File: config.mk
export PLATFORM = sky130hd
export DESIGN_NAME = rtc_bus_ctrl
export DESIGN_NICKNAME = d
export VERILOG_FILES = /design/src/rtl/rtc_pkg.sv /design/src/rtl/rtc_bus_ctrl.sv
export SDC_FILE = /design/constraint.sdc
export NUM_CORES = 1
export LEC_CHECK = 0
export BUFFER_PORTS_ARGS = -buffer_cell sky130_fd_sc_hd__buf_4
export CAP_MARGIN = 40
export CORE_MARGIN = 2
export CORE_UTILIZATION = 57
export CTS_CLUSTER_DIAMETER = 80
export DETAILED_ROUTE_END_ITERATION = 7
export PLACE_DENSITY = 0.9
export SETUP_SLACK_MARGIN = 0.15
export SYNTH_ARGS = -nofsm -noshare
export SYNTH_HDL_FRONTEND = slang
export SYNTH_SLANG_ARGS = --single-unit
File: constraint.sdc
create_clock -name clk -period 3 [get_ports clk]
set_input_delay 0.45 -clock clk [delete_from_list [all_inputs] [get_ports clk]]
set_output_delay 0.45 -clock clk [all_outputs]
set_load 0.01 [all_outputs]
File: src/rtl/rtc_pkg.sv
// Shared RTC bus definitions: sequencer states, default bus timing
// and the RTC register map used by the PicoBlaze port decode.
package rtc_pkg;

   typedef enum logic [3:0] {
      S_IDLE,
      S_A_SET,
      S_A_STB,
      S_A_HLD,
      S_GAP,
      S_D_SET,
      S_D_STB,
      S_D_HLD,
      S_FIN
   } state_t;

   localparam int DEF_T_SETUP = 2;
   localparam int DEF_T_PULSE = 8;
   localparam int DEF_T_HOLD  = 2;
   localparam int DEF_T_GAP   = 4;
   localparam int DEF_CNT_W   = 4;

   localparam logic [7:0] RTC_SEC   = 8'h21;
   localparam logic [7:0] RTC_MIN   = 8'h22;
   localparam logic [7:0] RTC_HOUR  = 8'h23;
   localparam logic [7:0] RTC_DAY   = 8'h24;
   localparam logic [7:0] RTC_MONTH = 8'h25;
   localparam logic [7:0] RTC_YEAR  = 8'h26;

endpackage

File: src/rtl/rtc_bus_ctrl.sv
// RTC multiplexed-bus sequencer: one address phase then one data phase,
// all strobes registered from the next state so they never glitch.
module rtc_bus_ctrl
   import rtc_pkg::*;
#(
   parameter int T_SETUP = DEF_T_SETUP,
   parameter int T_PULSE = DEF_T_PULSE,
   parameter int T_HOLD  = DEF_T_HOLD,
   parameter int T_GAP   = DEF_T_GAP,
   parameter int CNT_W   = DEF_CNT_W
) (
   input  logic       clk,
   input  logic       reset,
   input  logic       start,
   input  logic       rw,
   input  logic [7:0] addr,
   input  logic [7:0] wdata,
   output logic       busy,
   output logic       done,
   output logic [7:0] rdata,
   output logic       cs_n,
   output logic       ad,
   output logic       wr_n,
   output logic       rd_n,
   output logic [7:0] bus_out,
   output logic       bus_oe,
   input  logic [7:0] bus_in
);

   state_t           r_state;
   state_t           w_nxt;
   logic [CNT_W-1:0] r_cnt;
   logic [CNT_W-1:0] w_load;
   logic             r_rw;
   logic [7:0]       r_addr;
   logic [7:0]       r_wdata;
   logic             r_busy;
   logic             r_done;
   logic [7:0]       r_rdata;
   logic             r_cs_n;
   logic             r_ad;
   logic             r_wr_n;
   logic             r_rd_n;
   logic [7:0]       r_bus_out;
   logic             r_bus_oe;
   logic             w_zero;
   logic             w_a_ph;
   logic             w_d_ph;
   logic [7:0]       w_addr;

   assign w_zero = (r_cnt == '0);
   assign w_a_ph = w_nxt inside {S_A_SET, S_A_STB, S_A_HLD};
   assign w_d_ph = w_nxt inside {S_D_SET, S_D_STB, S_D_HLD};
   // address must be driven in the very first A_SET clock
   assign w_addr = (r_state == S_IDLE) ? addr : r_addr;

   always_comb begin
      w_nxt = r_state;
      case (r_state)
         S_IDLE:  if (start)  w_nxt = S_A_SET;
         S_A_SET: if (w_zero) w_nxt = S_A_STB;
         S_A_STB: if (w_zero) w_nxt = S_A_HLD;
         S_A_HLD: if (w_zero) w_nxt = S_GAP;
         S_GAP:   if (w_zero) w_nxt = S_D_SET;
         S_D_SET: if (w_zero) w_nxt = S_D_STB;
         S_D_STB: if (w_zero) w_nxt = S_D_HLD;
         S_D_HLD: if (w_zero) w_nxt = S_FIN;
         S_FIN:   w_nxt = S_IDLE;
         default: w_nxt = S_IDLE;
      endcase
   end

   always_comb begin
      w_load = '0;
      case (w_nxt)
         S_A_SET, S_D_SET: w_load = CNT_W'(T_SETUP - 1);
         S_A_STB, S_D_STB: w_load = CNT_W'(T_PULSE - 1);
         S_A_HLD, S_D_HLD: w_load = CNT_W'(T_HOLD - 1);
         S_GAP:            w_load = CNT_W'(T_GAP - 1);
         default:          w_load = '0;
      endcase
   end

   always_ff @(posedge clk or negedge reset) begin
      if (!reset) begin
         r_state   <= S_IDLE;
         r_cnt     <= '0;
         r_rw      <= 1'b0;
         r_addr    <= 8'h00;
         r_wdata   <= 8'h00;
         r_busy    <= 1'b0;
         r_done    <= 1'b0;
         r_rdata   <= 8'h00;
         r_cs_n    <= 1'b1;
         r_ad      <= 1'b0;
         r_wr_n    <= 1'b1;
         r_rd_n    <= 1'b1;
         r_bus_out <= 8'h00;
         r_bus_oe  <= 1'b0;
      end else begin
         r_state <= w_nxt;
         if (w_nxt != r_state) r_cnt <= w_load;
         else if (!w_zero)     r_cnt <= r_cnt - 1'b1;
         if (r_state == S_IDLE && start) begin
            r_rw    <= rw;
            r_addr  <= addr;
            r_wdata <= wdata;
         end
         r_busy    <= (w_nxt != S_IDLE) && (w_nxt != S_FIN);
         r_done    <= (w_nxt == S_FIN);
         r_cs_n    <= !(w_a_ph || w_d_ph);
         r_ad      <= w_d_ph;
         r_wr_n    <= !(w_nxt == S_A_STB || (w_nxt == S_D_STB && !r_rw));
         r_rd_n    <= !(w_nxt == S_D_STB && r_rw);
         r_bus_oe  <= w_a_ph || (w_d_ph && !r_rw);
         r_bus_out <= w_a_ph ? w_addr :
                      (w_d_ph && !r_rw) ? r_wdata : 8'h00;
         // sample while rd_n is still low on the final strobe clock
         if (r_state == S_D_STB && w_zero && r_rw) r_rdata <= bus_in;
      end
   end

   assign busy    = r_busy;
   assign done    = r_done;
   assign rdata   = r_rdata;
   assign cs_n    = r_cs_n;
   assign ad      = r_ad;
   assign wr_n    = r_wr_n;
   assign rd_n    = r_rd_n;
   assign bus_out = r_bus_out;
   assign bus_oe  = r_bus_oe;

endmodule
==> run_results.csv <==
group,metric,value,unit
sta,period_needed,2.14,ns
sta,fin_ws,0.859,ns
critical_path,cp.arrival,2.34,ns
synthesis,synth_area_per_cell,13.1,sq um
grt,grt_pass1_vias,1331,
grt,grtUsageTotal,0.195,
cts,insertion_delay,0.30,ns
route,wire_per_inst,14.3,um
cts,cts_tree,"built",
floorplanning,pin_count,51,
synthesis,synth_top_area_frac,0.521,
final_layout,drive_gt1_frac,0.438,
floorplanning,coreArea,3660,sq um
grt,antenna_found_initial,0,
grt,grt_pass1_wl,6310,um
sta,finalSetupTns,0,ns
synthesis,synthTopCellsByArea,"dfrtp_1 52%, mux2_2 8.3%, mux2_4 6.9%",
sta,hold_viol,0,
cts,root_buffer,"clkbuf_8",
sta,tightestPinTransition,0.784,ns
final_layout,finish.cell_count_without_fillers,265,
critical_path,slowest_delay,0.76,ns
placement,dp_cells,257,
flow_run,cap_violations,0,
synthesis,yosysMostFrequentCell,"dfrtp_1",
synthesis,yosysTopAreaCell,"dfrtp_1",
placement,pre_cts_ws,0.848,ns
placement,port_buffers,50,
power,power.density,901,nW/um^2
critical_path,r2r_start,"r_cnt[0]$_DFFE_PN0P_",
synthesis,synth_area,2160,sq um
critical_path,timing.reg2reg.worst_path_depth,6,
floorplanning,fp.dieW,65.6,um
floorplanning,dieArea,4300,sq um
synthesis,ys.flop_type,"dfrtp_1",
critical_path,worstSetupPathDepth,6,
power,finalPower,2.41,mW
synthesis,syn_nets,194,
cts,clock_sinks,48,
sta,drv_slew,0,
grt,grt_remaining_overflow,0,
floorplanning,initial_core_util,0.591,
sta,fin_crit_sh,0.714,
cts,clkTransAtPathRegs,0.09,ns
synthesis,synth_common_cells,"45 x dfrtp_1, 17 x nor2_1, 16 x mux2_2, 10 x a211oi_1, 10 x mux2_4",
synthesis,yosysWarnings,0,
power,irDropWorstVdd,0.000461,V
critical_path,critPathKind,"register to register",
synthesis,syn_inst,165,
sta,rsz0062_at_grt,"no",
synthesis,yosysSeqAreaShare,0.557,
synthesis,yosys.cell_types.count,39,
sta,relSlewSlack,0.477,
critical_path,startpoint_type,"register",
cts,h-tree-depth,2,
route,first_pass_iters,4,
cts,cts_setup_buffers,0,
synthesis,synth-edff-count,0,
route,vias,1432,
synthesis,ys_ff_latch,48,
critical_path,r2r_setup_slack,0.86,ns
route,route.detailed.drc,0,
cts,ctsHoldBuffers,0,
sta,fmax,467,MHz
critical_path,crit_end,"bus_out[2]$_DFF_PN0_",
placement,place.gp.congestion,0.836,
cts,cts_buffers,5,
critical_path,crit_family,"compound AO/OA/AOI/OAI gates",
final_layout,fin_nets,245,
route,wirelength,3790,um
critical_path,startpoint,"r_cnt[0]$_DFFE_PN0P_",
critical_path,path_buf_inv,1,
floorplanning,fp.dieH,65.6,um
cts,cts.path.max_buffers,2,
placement,dpl.hpwl,2750,um
hold_path,hold_class,"input pin to asynchronous set/reset pin",
critical_path,worstReg2RegEnd,"bus_out[2]$_DFF_PN0_",
critical_path,path_cells,"inv_1 -> ha_1 -> and4bb_4 -> a2111oi_4 -> nor2_1 -> a211oi_1",
route,viasPerCell,5.40,
critical_path,critPathRequiredTime,3.20,ns
route,dr.first_iter.drc_count,55,
sta,finalClockSkew,0.00645,ns
floorplanning,rows,22,
status,status,"finished, final reports clean",
critical_path,cp-end-kind,"register",
final_layout,syn2layout_area_growth,23.6,%
route,ant_nets,0,
critical_path,cp_slowest_cell,"a2111oi_4",
final_layout,diodes,0,
cts,cts_resized,0,
sta,finalSetupViolCount,0,
grt,grt_max_degree,49,
synthesis,async_reset_ff_frac,1.00,
critical_path,path_max_fanout,15,
power,p_leak,1.28,nW
[worst min-delay path by stage]
stage	slack, ns	cells after the start	endpoint
global route	0.18	1	busy$_DFF_PN0_
finish	0.14	1	busy$_DFF_PN0_
floorplan	0.15	0	ad$_DFF_PN0_
CTS	0.16	1	busy$_DFF_PN0_
detailed placement	0.49	1	busy$_DFF_PN0_
global placement	0.49	1	busy$_DFF_PN0_
[flip-flops by register name, indices dropped and copies added (netlist names), 4 cells and up]
name	cells
bus_out	8
r_addr	8
r_cnt	4
r_state	4
r_wdata	8
rdata	8
[power breakdown]
part	switching [mW]	internal (mW)
Clock	0.204	0.246
Sequential	0.155	0.870
Combinational	0.435	0.499
[cells in the final DEF (no fill, tap or decap), types with 3 or more instances in the layout]
master	instances
mux2i_1	7
nor3_1	3
xnor2_1	3
mux2_4	10
dfstp_2	3
nand2_1	5
a21oi_1	4
dfrtp_1	45
clkbuf_8	5
inv_1	6
nor2_1	17
mux2_2	16
a211oi_1	10
buf_4	51
[routing by layer]
layer	routed length [um]	track usage
met1	1680	0.257
met4	27	0.0469
met3	242	0.0582
met2	1840	0.319
met5	0	0
[logic make-up (layout without fill, tap and decap cells)]
family / count (synthesis) / count (layout) / synth area share
flops: 48 / 48 / 0.557
mux: 34 / 34 / 0.190
buf+inv: 13 / 65 / 0.0307
compound gates: 25 / 25 / 0.0943
fa+ha+maj: 2 / 2 / 0.0104
simple gates: 40 / 40 / 0.105
xor+xnor: 3 / 3 / 0.0121
[final cells by class]
type	instances	area [sq um]
clock buffers	5	68.8
clock inverters	3	42.5
fillers	253	987
inverters	6	22.5
multi-input cells	104	892
flip-flops and latches	48	1200
well taps	48	60.1
repair buffers	51	383
[per-stage QoR]
step | area, sq um | hold slack (ns) | util
2_1_floorplan | 2160 | 0.154 | -
3_3_place_gp | 2560 | 0.486 | 0.700
3_5_place_dp | 2560 | 0.486 | 0.700
4_1_cts | 2670 | 0.162 | 0.730
5_1_grt | 2670 | 0.181 | 0.730
6_report | 2670 | 0.142 | 0.730
Note: power is estimated with default switching activity, not from simulation.
